**src/rtl/pattern_unpacker.sv**
```systemverilog
// pattern_unpacker: takes one masked aggregate per handshake and streams the
// masked-in elements out one per beat, lowest index first.
module pattern_unpacker #(
  parameter  int ELEM_W = 8,
  parameter  int N_ELEM = 4,
  localparam int IDX_W  = $clog2(N_ELEM)
) (
  input  logic                     clk,
  input  logic                     rst,
  input  logic                     in_valid,
  output logic                     in_ready,
  input  logic [N_ELEM*ELEM_W-1:0] in_data,
  input  logic [N_ELEM-1:0]        in_mask,
  output logic                     out_valid,
  input  logic                     out_ready,
  output logic [ELEM_W-1:0]        out_data,
  output logic [IDX_W-1:0]         out_idx,
  output logic                     out_last,
  output logic                     busy
);

  typedef enum logic {IDLE, SEND} state_t;

  state_t                     state, state_n;
  // agg_q holds the captured aggregate; rem_q holds the mask bits still to be
  // emitted after the beat currently presented on the output registers.
  logic [N_ELEM*ELEM_W-1:0]   agg_q, agg_n;
  logic [N_ELEM-1:0]          rem_q, rem_n;
  logic [ELEM_W-1:0]          data_q, data_n;
  logic [IDX_W-1:0]           idx_q, idx_n;
  logic                       last_q, last_n;

  logic                       accept, xfer, load;
  logic [N_ELEM-1:0]          src_mask, left;
  logic [N_ELEM*ELEM_W-1:0]   src_data;
  logic [IDX_W-1:0]           sel_idx;
  logic [ELEM_W-1:0]          sel_data;

  assign out_valid = (state == SEND);
  assign busy      = (state == SEND);
  assign out_data  = data_q;
  assign out_idx   = idx_q;
  assign out_last  = last_q;

  // A new aggregate may enter while idle or on the very edge the last beat leaves.
  assign in_ready = !rst && ((state == IDLE) || (out_valid && out_ready && last_q));
  assign accept   = in_valid && in_ready;
  assign xfer     = out_valid && out_ready;

  // Priority select of the lowest set bit, over either the incoming or the held mask.
  always_comb begin
    src_mask = accept ? in_mask : rem_q;
    src_data = accept ? in_data : agg_q;
    sel_idx  = '0;
    sel_data = '0;
    for (int i = N_ELEM - 1; i >= 0; i--) begin
      if (src_mask[i]) begin
        sel_idx  = IDX_W'(i);
        sel_data = src_data[i*ELEM_W +: ELEM_W];
      end
    end
    left = src_mask & (src_mask - N_ELEM'(1));
  end

  // Next-state: load the next beat on accept or on a non-final transfer.
  always_comb begin
    state_n = state;
    agg_n   = agg_q;
    rem_n   = rem_q;
    data_n  = data_q;
    idx_n   = idx_q;
    last_n  = last_q;
    load    = 1'b0;
    case (state)
      IDLE: begin
        if (accept && (in_mask != '0)) load = 1'b1;
      end
      SEND: begin
        if (xfer) begin
          if (!last_q) begin
            load = 1'b1;
          end else if (accept && (in_mask != '0)) begin
            load = 1'b1;
          end else begin
            state_n = IDLE;
            rem_n   = '0;
            data_n  = '0;
            idx_n   = '0;
            last_n  = 1'b0;
          end
        end
      end
      default: state_n = IDLE;
    endcase
    if (load) begin
      state_n = SEND;
      agg_n   = src_data;
      rem_n   = left;
      data_n  = sel_data;
      idx_n   = sel_idx;
      last_n  = (left == '0);
    end
  end

  // State and output registers; reset drops any aggregate in flight.
  always_ff @(posedge clk) begin
    if (rst) begin
      state  <= IDLE;
      agg_q  <= '0;
      rem_q  <= '0;
      data_q <= '0;
      idx_q  <= '0;
      last_q <= 1'b0;
    end else begin
      state  <= state_n;
      agg_q  <= agg_n;
      rem_q  <= rem_n;
      data_q <= data_n;
      idx_q  <= idx_n;
      last_q <= last_n;
    end
  end

endmodule

```
**config.mk**
```make
export PLATFORM = sky130hd
export DESIGN_NAME = pattern_unpacker
export DESIGN_NICKNAME = d
export VERILOG_FILES = /design/src/rtl/pattern_unpacker.sv
export SDC_FILE = /design/constraint.sdc
export NUM_CORES = 1
export LEC_CHECK = 0
export CAP_MARGIN = 20
export CELL_PAD_IN_SITES_DETAIL_PLACEMENT = 0
export CELL_PAD_IN_SITES_GLOBAL_PLACEMENT = 1
export CORE_MARGIN = 2
export CORE_UTILIZATION = 34
export CTS_CLUSTER_DIAMETER = 80
export DETAILED_ROUTE_END_ITERATION = 10
export GPL_ROUTABILITY_DRIVEN = 0
export PLACE_DENSITY = 0.8
export SLEW_MARGIN = 20
export SYNTH_ARGS = -nofsm -noshare
export SYNTH_HDL_FRONTEND = slang
export SYNTH_SLANG_ARGS = --single-unit
```
**constraint.sdc**
```tcl
create_clock -name clk -period 2.05 [get_ports clk]
set_input_delay 0.615 -clock clk [delete_from_list [all_inputs] [get_ports clk]]
set_output_delay 0.615 -clock clk [all_outputs]
set_load 0.01 [all_outputs]
```
Yosys cells after proc, flatten, opt, wreduce, memory -nomap -nowiden --
Index checks and enable logic that the tools add are counted.
Word-level totals: flip-flop bits (word level) 48, input port bits 40, output and inout bits 14, word-level logic and storage cells 60
Operators by class: add/sub/neg operators 1, muxes and demuxes 36, bitwise operators 2, reduce and logical (&&, ||, !) cells 14, equal/unequal tests 1
Operators with widths (count):
- two-way mux 8 bit | 9
- two-way mux 32 bit | 1
- two-way mux 4 bit | 6
- two-way mux 2 bit | 9
- two-way mux 1 bit | 10
- nonzero test 2 bit | 3
- logical AND 1 bit | 5
- AND 4 bit | 1
- zero test 4 bit | 1
- AND reduction 4 bit | 1
- nonzero test 4 bit | 1
- subtractor 4 x 1 -> 4 bit, second input constant | 1
- inequality test 2 bit, second input constant | 1
- one-hot mux 1 bit (2 select lines) | 1
- AND reduction 2 bit | 1
- zero test 1 bit | 1
- logical OR 1 bit | 1
- inverter 1 bit | 1

Logic depth before layout (Yosys ltp) --
Gate-level depths: netlist of run 1.
depth after elaboration 12, mapped depth 7, mapped depth without buffers 5

Worst setup path before layout of run 1 --
Ideal clock, no wire load.
path kind in2out, start input port rst, end output port in_ready, data required time 1.435 ns, cell stages on the path 3, path slack 0.257 ns, path buffers 2, data arrival time 1.178 ns, cells stage by stage buf_2 > clkbuf_1 > nor2_1
Between the ends: cells in the longest elaborated chain, start to end 2
RTL lines:
- from (decl) | RTL line 9 | input logic rst,
- zero test 1 bit | RTL line 46 | assign in_ready = !rst && ((state == IDLE) || (out_valid && out_ready && last_q));
- logical AND 1 bit | RTL line 46
- to (decl) | RTL line 11 | output logic in_ready,
Every way passes these cells.

Worst setup path in the final report of run 1 --
start input port in_mask[1], end register data_q[2], in the netlist out_data[2]
Between the ends: cells in the longest elaborated chain, start to end 8, elaborated cells between the ends (all ways) 15
RTL lines:
- from (decl) | RTL line 13 | input logic [N_ELEM-1:0] in_mask,
- nonzero test 4 bit | RTL line 76, 82
- logical AND 1 bit | RTL line 76, 82
- two-way mux 1 bit | RTL line 76, 82
- two-way mux 1 bit | RTL line 80 | if (!last_q) begin
- two-way mux 1 bit | RTL line 79 | if (xfer) begin
- one-hot mux 1 bit (2 select lines) | RTL line 74 | case (state)
- inequality test 2 bit (no source line) / nonzero test 2 bit (equally long branches)
- AND reduction 4 bit (no source line)
- to (signal assigned) | RTL line 118 | data_q <= data_n;
- to (decl) | RTL line 29 | logic [ELEM_W-1:0] data_q, data_n;
Several ways; a longest one is shown, not always the timed one. A chain may end at the register's enable or synchronous reset.

==> qor.yml, run 1 <==
status: "finished, final reports clean"
crit_chain: "clkdlybuf4s50_1, or2_2, a221o_1, a31oi_1, o2bb2ai_1"
antenna_found_initial: 0
ys.flop_type: "dfxtp_1"
hold_buffers: 0
topRoutingLayerUsed: "met4"
leakagePower_nw: 1.086
dp_hpwl_mm: 4.735
clock_skew_ps: 5.015
seq_area_um2: 780.7
dieWidth_um: 82.25
ant_nets: 0
die-area_um2: 6765
drc_errors: 0
clockRootBuffer: "clkbuf_8"
num_vias: 2221
grt_overflow: 0
fillCellCount: 588
cts_inserted_buffers: 5
yosys.area.top_type: "dfxtp_1"
slowest_stage: "clkdlybuf4s50_1"
finalHoldViolCount: 0
fin_setup_tns_ps: 0
synth_edf_count: 0
clkTransAtPathRegs_ps: 90
grt_pass1_wl_mm: 10.69
netlist_instances: 278
cts-htree-levels: 2
post_drt_wl_per_cell_um: 15.76
peakVddDrop_v: 0.0003353
die_h_um: 82.25
ys_types: 40
wl_met2_mm: 2.846
period_share_pct: 97.56
avgViaCountPerCell: 5.288
final_common_cell: "nand2_1"
arrival_ps: 2190
yosysSeqAreaShare_pct: 37.50
multi_input_area_um2: 1165
mostFrequentLayoutCells: "61 x nand2_1, 46 x clkdlybuf4s50_1, 42 x a21oi_1, 39 x dfxtp_1, 27 x buf_4"
wl_met3_um: 492
dp_slack_ps: -371.7
cp_slowest_stage_delay_ps: 470
slew-limit-headroom_pct: 66.00
io_buffers: 53
rows: 28
grt_max_degree: 26
ys_seq_elements: 39
power_density_nw_per_um2: 601.9
yosys_warnings: 0
wl_met1_mm: 3.180
totalWireLength_mm: 6.618
setup_viol_count_final: 0
diodes: 0
worst_pin_slew_ps: 509.3
coreArea_um2: 5921
final_nets: 384
area_delta_synth_final_pct: 42.97
clock_latency_ps: 300
critPathMaxFanout: 9
drv_slew: 0
worstHoldPathType: "flop to flop"
ys_async_sr_fraction_pct: 0
yosysTopAreaCellShare_pct: 37.50
tritoncts: "yes"
clock.fmax_mhz: 500.0
crit_type: "input pin to flop"
grt_pass1_vias: 2154
fin_crit_ps: 2000
drive_above_1_share_pct: 14.49
clock-sinks: 39
syn-cell-area_um2: 2082
cts.path.max_buffers: 2
critPathCaptureType: "flop"
initial_core_util_pct: 35.16
place_area_um2: 2855
cp.required_ps: 2240
dr.pass1.iters: 4
fin_ws_ps: 50.09
synth_area_leaders: "dfxtp_1 38%, nand2_1 11%, a21oi_1 10%"
avgSynthCellArea_um2: 7.489
syn_nets: 318
fin_area_um2: 2977
cp-start-kind: "input pin"
ioPinCount: 54
maxCapViolCount: 0
total_power_mw: 1.792
detail_route.iter0.violations: 170
grt_usage_pct: 21.06
-- synthesized netlist by cell type (2+ instances only) --
library cell / n
nand2_1: 61
a21oi_1: 42
dfxtp_1: 39
clkbuf_1: 13
nor2_1: 13
buf_2: 10
o21ai_0: 10
inv_1: 9
nor2b_1: 9
a221o_1: 8
nand3_1: 8
a221oi_1: 7
a31oi_1: 7
o2bb2ai_1: 7
nand2b_1: 3
nor3_1: 3
a2bb2oi_1: 2
buf_4: 2
nand2_2: 2
nor3b_1: 2
o21bai_1: 2
-- layout make-up --
cell class                      instances  area share [%]
Clock buffer                            5           2.312
Clock inverter                          3          0.7987
Inverter                                9           1.135
Multi-Input combinational cell        205           39.13
Sequential cell                        39           26.23
Tap cell                               75           3.153
Timing Repair Buffer                   84           27.24
-- what timing repair did --
action,4_1_cts,5_1_grt
resized for setup,3,7
buffers inserted,1,0
hold endpoints to repair,0,0
setup endpoints to repair,1,17
pin swaps,1,1
-- worst max-delay path: cells and delay by family --
family	cells	cell delay, ps
AO/OA/AOI/OAI	3	690
buffers and inverters	1	470
AND/OR/NAND/NOR	1	430
-- layer usage --
layer / up-vias / GRT usage (%)
met5: - / 0
met3: 8 / 5.652
met2: 75 / 31.37
li1: 1113 / -
met1: 1025 / 29.22
met4: 0 / 7.167
-- per-stage QoR --
stage / hold slack, ps / util, % / instances
final: 459.8 / 50.27 / 420
after global routing: 483.1 / 50.27 / 420
after CTS: 460.9 / 49.85 / 420
after detailed placement: 445.4 / 48.22 / 411
after global placement: 442.7 / 48.22 / 411
after floorplan: 434.7 / - / 278
-- final timing paths --
path	depth (start not counted)	endpoint	from	slack, ps
setup / recovery	5	out_data[2]	in_mask[1]	50
hold / removal	2	agg_q[18]	agg_q[18]	460
setup reg to reg	7	out_data[1]	out_last	280
hold reg to reg	2	agg_q[18]	agg_q[18]	460
-- sequential cells by signal (all words and copies together) (netlist names) --
signal / cells
agg_q: 24
out_data: 8
rem_q: 3
out_idx: 2
busy: 1
out_last: 1
-- cell families after synthesis --
kind of cell | Yosys count | share of synthesized area, %
DFF | 39 | 37.50
buffers and inverters | 34 | 7.091
AOI/OAI and AO/OA | 98 | 31.91
and+or+nand+nor | 107 | 23.50
-- power by group --
group	internal, mW	leakage [nW]	total [mW]	switching, mW
registers	0.794	0.318	0.818	0.0242
clock network	0.244	0.0408	0.559	0.315
logic	0.210	0.727	0.415	0.205
Power figures use the tool's default switching activity.
==> run 2, diff against run 1 <==
--- a/config.mk
+++ b/config.mk
@@ -14,7 +14,7 @@
 export DETAILED_ROUTE_END_ITERATION = 10
 export GPL_ROUTABILITY_DRIVEN = 0
 export PLACE_DENSITY = 0.8
-export SLEW_MARGIN = 20
+export SLEW_MARGIN = 10
 export SYNTH_ARGS = -nofsm -noshare
 export SYNTH_HDL_FRONTEND = slang
 export SYNTH_SLANG_ARGS = --single-unit
==> results of run 2 <==
Same layout as run 1: the final DEF is identical, and so are final timing and power.
